==> src/rtl/plab5_mcore_mem_acc_ctrl_pkg.sv <==
//==============================================================================
// plab5_mcore_mem_acc_ctrl_pkg : shared message/tag layout helpers
// Revision: 1.0
//==============================================================================
`default_nettype none

package plab5_mcore_mem_acc_ctrl_pkg;

  localparam int c_MSG_TYPE_NBITS = 3;

  typedef enum logic [c_MSG_TYPE_NBITS-1:0] {
    MSG_TYPE_READ  = 3'd0,
    MSG_TYPE_WRITE = 3'd1,
    MSG_TYPE_INIT  = 3'd2
  } mem_msg_type_e;

  // Request control = {type, opaque, addr, len}; response control = {type, opaque, len}.
  function automatic int calc_len_nbits(input int data_nbits);
    return $clog2(data_nbits / 8);
  endfunction

  function automatic int calc_req_cnbits(input int opaque_nbits, input int addr_nbits,
                                         input int data_nbits);
    return c_MSG_TYPE_NBITS + opaque_nbits + addr_nbits + calc_len_nbits(data_nbits);
  endfunction

  function automatic int calc_resp_cnbits(input int opaque_nbits, input int data_nbits);
    return c_MSG_TYPE_NBITS + opaque_nbits + calc_len_nbits(data_nbits);
  endfunction

  // Tag entry = {allow, req_level, mem_level, type, opaque, len}; low bits form a response control.
  function automatic int calc_tag_nbits(input int sec_nbits, input int opaque_nbits,
                                        input int data_nbits);
    return 1 + 2 * sec_nbits + calc_resp_cnbits(opaque_nbits, data_nbits);
  endfunction

endpackage

`default_nettype wire

==> src/rtl/plab5_mcore_mem_acc_ctrl_tagq.sv <==
//==============================================================================
// plab5_mcore_mem_acc_ctrl_tagq : synchronous tag FIFO with count and flags
// Revision: 1.0
//==============================================================================
`default_nettype none

module plab5_mcore_mem_acc_ctrl_tagq #(
  parameter int p_width = 8,
  parameter int p_depth = 4
) (
  input  logic               clk,
  input  logic               i_rst_n,
  input  logic               i_push,
  input  logic [p_width-1:0] i_data,
  input  logic               i_pop,
  output logic [p_width-1:0] o_head,
  output logic               o_full,
  output logic               o_empty
);

  localparam int c_PTR_NBITS = $clog2(p_depth);
  localparam int c_CNT_NBITS = $clog2(p_depth + 1);
  localparam logic [c_CNT_NBITS-1:0] c_DEPTH = c_CNT_NBITS'(p_depth);

  logic [p_width-1:0]     r_mem [p_depth];
  logic [c_PTR_NBITS-1:0] r_wr_ptr;
  logic [c_PTR_NBITS-1:0] r_rd_ptr;
  logic [c_CNT_NBITS-1:0] r_count;
  logic                   w_push;
  logic                   w_pop;

  assign w_push  = i_push && !o_full;
  assign w_pop   = i_pop && !o_empty;
  assign o_full  = (r_count == c_DEPTH);
  assign o_empty = (r_count == '0);
  assign o_head  = r_mem[r_rd_ptr];

  always_ff @(posedge clk) begin
    if (w_push) begin
      r_mem[r_wr_ptr] <= i_data;
    end
  end

  // Depth is a power of two, so pointers wrap by natural overflow.
  always_ff @(posedge clk) begin
    if (!i_rst_n) begin
      r_wr_ptr <= '0;
      r_rd_ptr <= '0;
      r_count  <= '0;
    end else begin
      if (w_push) r_wr_ptr <= r_wr_ptr + 1'b1;
      if (w_pop)  r_rd_ptr <= r_rd_ptr + 1'b1;
      case ({w_push, w_pop})
        2'b10:   r_count <= r_count + 1'b1;
        2'b01:   r_count <= r_count - 1'b1;
        default: r_count <= r_count;
      endcase
    end
  end

endmodule

`default_nettype wire

==> src/rtl/plab5_mcore_mem_acc_ctrl.sv <==
//==============================================================================
// plab5_mcore_mem_acc_ctrl : security-level gate between network and memory
// Revision: 1.0
//==============================================================================
`default_nettype none

module plab5_mcore_mem_acc_ctrl
  import plab5_mcore_mem_acc_ctrl_pkg::*;
#(
  parameter int p_opaque_nbits    = 8,
  parameter int p_addr_nbits      = 32,
  parameter int p_data_nbits      = 32,
  parameter int p_sec_nbits       = 2,
  parameter int p_max_outstanding = 4,
  parameter int p_cnt_nbits       = 16
) (
  input  logic                   clk,
  input  logic                   reset,
  input  logic [p_sec_nbits-1:0] req_sec_level,
  input  logic [p_sec_nbits-1:0] mem_sec_level,

  input  logic [calc_req_cnbits(p_opaque_nbits, p_addr_nbits, p_data_nbits)-1:0] net_req_control,
  input  logic [p_data_nbits-1:0] net_req_data,
  input  logic                    net_req_val,
  output logic                    net_req_rdy,

  output logic [calc_req_cnbits(p_opaque_nbits, p_addr_nbits, p_data_nbits)-1:0] mem_req_control,
  output logic [p_data_nbits-1:0] mem_req_data,
  output logic                    mem_req_val,
  input  logic                    mem_req_rdy,

  input  logic [calc_resp_cnbits(p_opaque_nbits, p_data_nbits)-1:0] mem_resp_control,
  input  logic [p_data_nbits-1:0] mem_resp_data,
  input  logic                    mem_resp_val,
  output logic                    mem_resp_rdy,

  output logic [calc_resp_cnbits(p_opaque_nbits, p_data_nbits)-1:0] net_resp_control,
  output logic [p_data_nbits-1:0] net_resp_data,
  output logic                    net_resp_val,
  input  logic                    net_resp_rdy,

  output logic [p_sec_nbits-1:0]  resp_sec_level,
  output logic                    net_resp_denied,
  output logic                    violation,
  output logic [p_cnt_nbits-1:0]  violation_count
);

  localparam int c_LEN_NBITS     = calc_len_nbits(p_data_nbits);
  localparam int c_REQ_CNBITS    = calc_req_cnbits(p_opaque_nbits, p_addr_nbits, p_data_nbits);
  localparam int c_RESP_CNBITS   = calc_resp_cnbits(p_opaque_nbits, p_data_nbits);
  localparam int c_TAG_NBITS     = calc_tag_nbits(p_sec_nbits, p_opaque_nbits, p_data_nbits);
  localparam int c_REQ_OPQ_MSB   = c_REQ_CNBITS - c_MSG_TYPE_NBITS - 1;

  logic                         w_allow;
  logic                         w_push;
  logic                         w_pop;
  logic                         w_full;
  logic                         w_empty;
  logic [c_TAG_NBITS-1:0]       w_tag_in;
  logic [c_TAG_NBITS-1:0]       w_head;
  logic                         w_head_allow;
  logic [p_sec_nbits-1:0]       w_head_req_sec;
  logic [p_sec_nbits-1:0]       w_head_mem_sec;
  logic [c_RESP_CNBITS-1:0]     w_head_resp_ctl;
  logic                         r_violation;
  logic [p_cnt_nbits-1:0]       r_vcount;

  assign w_allow = (req_sec_level >= mem_sec_level);

  assign w_tag_in = {w_allow, req_sec_level, mem_sec_level,
                     net_req_control[c_REQ_CNBITS-1 -: c_MSG_TYPE_NBITS],
                     net_req_control[c_REQ_OPQ_MSB -: p_opaque_nbits],
                     net_req_control[c_LEN_NBITS-1:0]};

  assign w_head_allow    = w_head[c_TAG_NBITS-1];
  assign w_head_req_sec  = w_head[c_TAG_NBITS-2 -: p_sec_nbits];
  assign w_head_mem_sec  = w_head[c_TAG_NBITS-2-p_sec_nbits -: p_sec_nbits];
  assign w_head_resp_ctl = w_head[c_RESP_CNBITS-1:0];

  // Denied requests never wait on the memory's ready; only queue space gates them.
  always_comb begin
    mem_req_control = net_req_control;
    mem_req_data    = net_req_data;
    mem_req_val     = net_req_val && w_allow && !w_full;
    net_req_rdy     = !w_full && (w_allow ? mem_req_rdy : 1'b1);
    w_push          = net_req_val && net_req_rdy;
  end

  always_comb begin
    net_resp_control = '0;
    net_resp_data    = '0;
    net_resp_val     = 1'b0;
    mem_resp_rdy     = 1'b0;
    resp_sec_level   = '0;
    net_resp_denied  = 1'b0;
    w_pop            = 1'b0;
    if (!w_empty) begin
      if (w_head_allow) begin
        net_resp_control = mem_resp_control;
        net_resp_data    = mem_resp_data;
        net_resp_val     = mem_resp_val;
        mem_resp_rdy     = net_resp_rdy;
        resp_sec_level   = w_head_mem_sec;
        w_pop            = mem_resp_val && net_resp_rdy;
      end else begin
        net_resp_control = w_head_resp_ctl;
        net_resp_val     = 1'b1;
        resp_sec_level   = w_head_req_sec;
        net_resp_denied  = 1'b1;
        w_pop            = net_resp_rdy;
      end
    end
  end

  plab5_mcore_mem_acc_ctrl_tagq #(
    .p_width (c_TAG_NBITS),
    .p_depth (p_max_outstanding)
  ) u_tagq (
    .clk     (clk),
    .i_rst_n (reset),
    .i_push  (w_push),
    .i_data  (w_tag_in),
    .i_pop   (w_pop),
    .o_head  (w_head),
    .o_full  (w_full),
    .o_empty (w_empty)
  );

  always_ff @(posedge clk) begin
    if (!reset) begin
      r_violation <= 1'b0;
      r_vcount    <= '0;
    end else begin
      r_violation <= w_push && !w_allow;
      if (w_push && !w_allow && (r_vcount != '1)) begin
        r_vcount <= r_vcount + 1'b1;
      end
    end
  end

  assign violation       = r_violation;
  assign violation_count = r_vcount;

endmodule

`default_nettype wire

==> config.mk <==
export PLATFORM = sky130hd
export DESIGN_NAME = plab5_mcore_mem_acc_ctrl
export DESIGN_NICKNAME = d
export VERILOG_FILES = /design/src/rtl/plab5_mcore_mem_acc_ctrl_pkg.sv /design/src/rtl/plab5_mcore_mem_acc_ctrl_tagq.sv /design/src/rtl/plab5_mcore_mem_acc_ctrl.sv
export SDC_FILE = /design/constraint.sdc
export NUM_CORES = 1
export LEC_CHECK = 0
export CAP_MARGIN = 10
export CORE_MARGIN = 5
export CORE_UTILIZATION = 32
export CTS_CLUSTER_SIZE = 10
export DETAILED_ROUTE_END_ITERATION = 8
export PLACE_DENSITY = 0.67
export SLEW_MARGIN = 5
export SYNTH_ARGS = -nofsm -noshare
export SYNTH_HDL_FRONTEND = slang
export SYNTH_SLANG_ARGS = --single-unit
==> constraint.sdc <==
create_clock -name clk -period 6.2 [get_ports clk]
set_clock_uncertainty 0.15 [all_clocks]
set_input_delay 0.62 -clock clk [delete_from_list [all_inputs] [get_ports clk]]
set_output_delay 0.62 -clock clk [all_outputs]
set_load 0.05 [all_outputs]
==> metrics.txt <==
YS warnings=0; Max Freq=around 0.24 GHz; Root Driver=clkbuf_16; Total Routed Length=between 10000 and 15000 um; pre-CTS setup slack=roughly 2.3 ns; top-count cell post-synth=buf_4; Die Area=18200 um2; Clock Latency Late Sink=0.34 ns; placed cell areas=about 6100 um2; minimum clock period=approximately 4.2 ns; initial antenna violation count=1; Req. time, crit path=about 5.4 ns; worst-path cell chain=mux4_2, nor2b_1, buf_4, and2_1, clkdlybuf4s50_1; Final period util=approximately two thirds; violation count after the first detailed-route iteration=between 150 and 200; DIE WIDTH=around 130 um; design area=around 6400 um2; Clk pin slew, worst setup/hold paths=0.07 ns; drt pass-1 iters=4; Max transition margin=35.2%; core area=between 15000 and 20000 um2; power per standard cell area=slightly below 400 nW/um2; Int Pwr=between 1 and 1.5 mW; final hold vios=0; Cells after DPL=around 670; Fin Hold WS=about 0.37 ns; NumNets Final=between 600 and 700; Yosys top cell by area=edfxtp_1; Hold Buf Count CTS=0; worst slew pin tran=slightly below 1 ns; Synth-to-Final Area Change=28.5%; TritonCTS clock tree=yes; Setup-failing EPs final=0; TNS Setup=0 ns; Crit Path Category=reg2out; Initial Util=roughly a third; slowest stage delay, CP=approximately 0.88 ns; H-tree depth=3; WL per Instance=approximately 19 um; Final Max Tran Viols=0; top post-synthesis cells by area=edfxtp_1 (43%), buf_4 (12%), dfxtp_1 (10%); status=finished, final reports clean; vias in the first global route=3299; setup ws final=between 2 and 2.5 ns; # clock sinks=between 90 and 100; worst endpoint data arrival time=3.41 ns; leakage power=2.18 nW; combinational fraction of design power=roughly 47%; final core occ=between 40% and 50%; share of layout cells above drive strength 1=roughly 8.6%; IO Count=278; total power=2.49 mW; n_diodes=0; Cell Rows=45; Critical Path Sink Type=primary output; P_sw=between 1 and 1.5 mW; Buf/Inv on CP=2; Seq/Total Area, Yosys=a little over half; # port buffers=roughly 150; synth cell count leaders=buf_4 (77), edfxtp_1 (72), nor2_1 (38); Post-Layout Cell Count=between 600 and 700; Mapped Cells=402; GPL Wtd Cong=between 0.8 and 0.9; first-pass GRT wire length=between 15000 and 20000 um; Remaining DRCs=0; Clk pwr share=between 20% and 30%; post-CTS setup repair buffer count=0; Die Ht=between 100 and 150 um; Num CTS Buffers=9; critical path launch point type=flop; top cell type's share of synthesized area=between 40% and 50%; flops & latches, synth=98; net count after synthesis=543; Synth async-reset ratio=0%; Synth Flop Type=edfxtp_1; Worst path top cell family by delay=buffers and inverters; syn_area_per_cell=12.4 um2; Hold Crit Class=reg2reg; synth unique cells=41; clk buf depth=2; Synth Cell Area=around 5000 um2; vias per cell=approximately 4.5; Reg power frac=a little under a third; gr ovfl total=0; # resized after CTS=0; CP max-delay cell=dfxtp_1; Final ANT Viol Nets=0; post-DP HPWL=10100 um; Post-synth EDFFs=72; max cap viols=0; GRT Total Usage=between 10 and 15%; switching share of power=approximately two fifths; total number of vias=3136; maximum vdd drop=~0.00019 V; critical-path maximum fanout=33; RSZ-0062 raised after global routing=no; largest net degree at the start of global routing=34
-- flip-flops by register name (all words and copies together) (netlist names), named ones only --
signal           cells
violation            1
u_tagq.r_count       3
u_tagq.r_mem        72
u_tagq.r_rd_ptr      2
violation_count     16
u_tagq.r_wr_ptr      2
-- path summary, 6_finish.rpt --
path | from | endpoint | slack (ns) | cells past startpoint
worst max-delay path | flop | net_resp_data[5] | 2.02 | 5
worst min-delay path | violation_count[15]$_SDFFE_PN0P_ | violation_count[15]$_SDFFE_PN0P_ | 0.37 | 2
worst max register to register | flop | u_tagq.r_count[2]$_SDFFE_PN0P_ | 2.62 | 9
worst min register to register | violation_count[15]$_SDFFE_PN0P_ | violation_count[15]$_SDFFE_PN0P_ | 0.37 | 2
-- power groups by stage --
stage	Clock, mW	Combinational [mW]	Sequential (mW)
after floorplan	0	0.902	0.789
after global placement	0	1.16	0.791
after detailed placement	0	1.18	0.793
after CTS	0.559	1.18	0.779
after global routing	0.586	1.22	0.783
final	0.542	1.17	0.779
-- metal layers --
layer  global-route usage, %  wire (um)
met4                    6.73        556
met3                    5.77       1130
met2                    24.5       6970
met5                       0         13
met1                    14.2       4500
-- cells in the final DEF, fill, tap and decap left out, types with 2 or more instances in the layout --
| master | instances |
|---|---|
| edfxtp_1 | 72 |
| nand2_1 | 7 |
| nor2b_1 | 2 |
| nor4_1 | 2 |
| clkinv_4 | 2 |
| clkbuf_16 | 9 |
| mux2i_1 | 22 |
| and2_1 | 37 |
| or3_1 | 6 |
| nand3_1 | 6 |
| clkinv_1 | 3 |
| clkdlybuf4s50_1 | 149 |
| and4bb_2 | 2 |
| mux4_2 | 16 |
| xnor2_1 | 10 |
| ha_1 | 8 |
| a21oi_1 | 9 |
| inv_1 | 13 |
| nand4_1 | 4 |
| nor2_1 | 38 |
| dfxtp_1 | 26 |
| buf_4 | 3 |
| xor2_1 | 4 |
| nor3_1 | 2 |
| o21ai_0 | 7 |
-- final cells by class --
class                      count  area (um2)
tap                          211         264
multi-input combinational    199        1590
fill                        1426        8860
sequential                    98        2680
clock inverter                 7        67.6
clock buffer                   9         225
timing repair buffer         152        1510
inverter                      14        52.6
-- worst min-delay path: stages (launching register included) --
cell	delay, ns
dfxtp_1	0.33
o21ai_0	0.07
a21oi_1	0.07
-- kinds of logic (layout without fill, tap and decap cells) --
kind of cell | count (synthesis) | count (layout) | share of synthesized area (%)
AND/OR/NAND/NOR | 116 | 116 | 12.8
buffers and inverters | 105 | 182 | 14.3
flip-flops | 98 | 98 | 53.9
multiplexers | 38 | 38 | 11.7
AO/OA/AOI/OAI | 22 | 22 | 2.54
XOR/XNOR | 14 | 14 | 2.46
adder cells (fa/ha/maj) | 9 | 9 | 2.41
(Power assumes the default switching activity.)
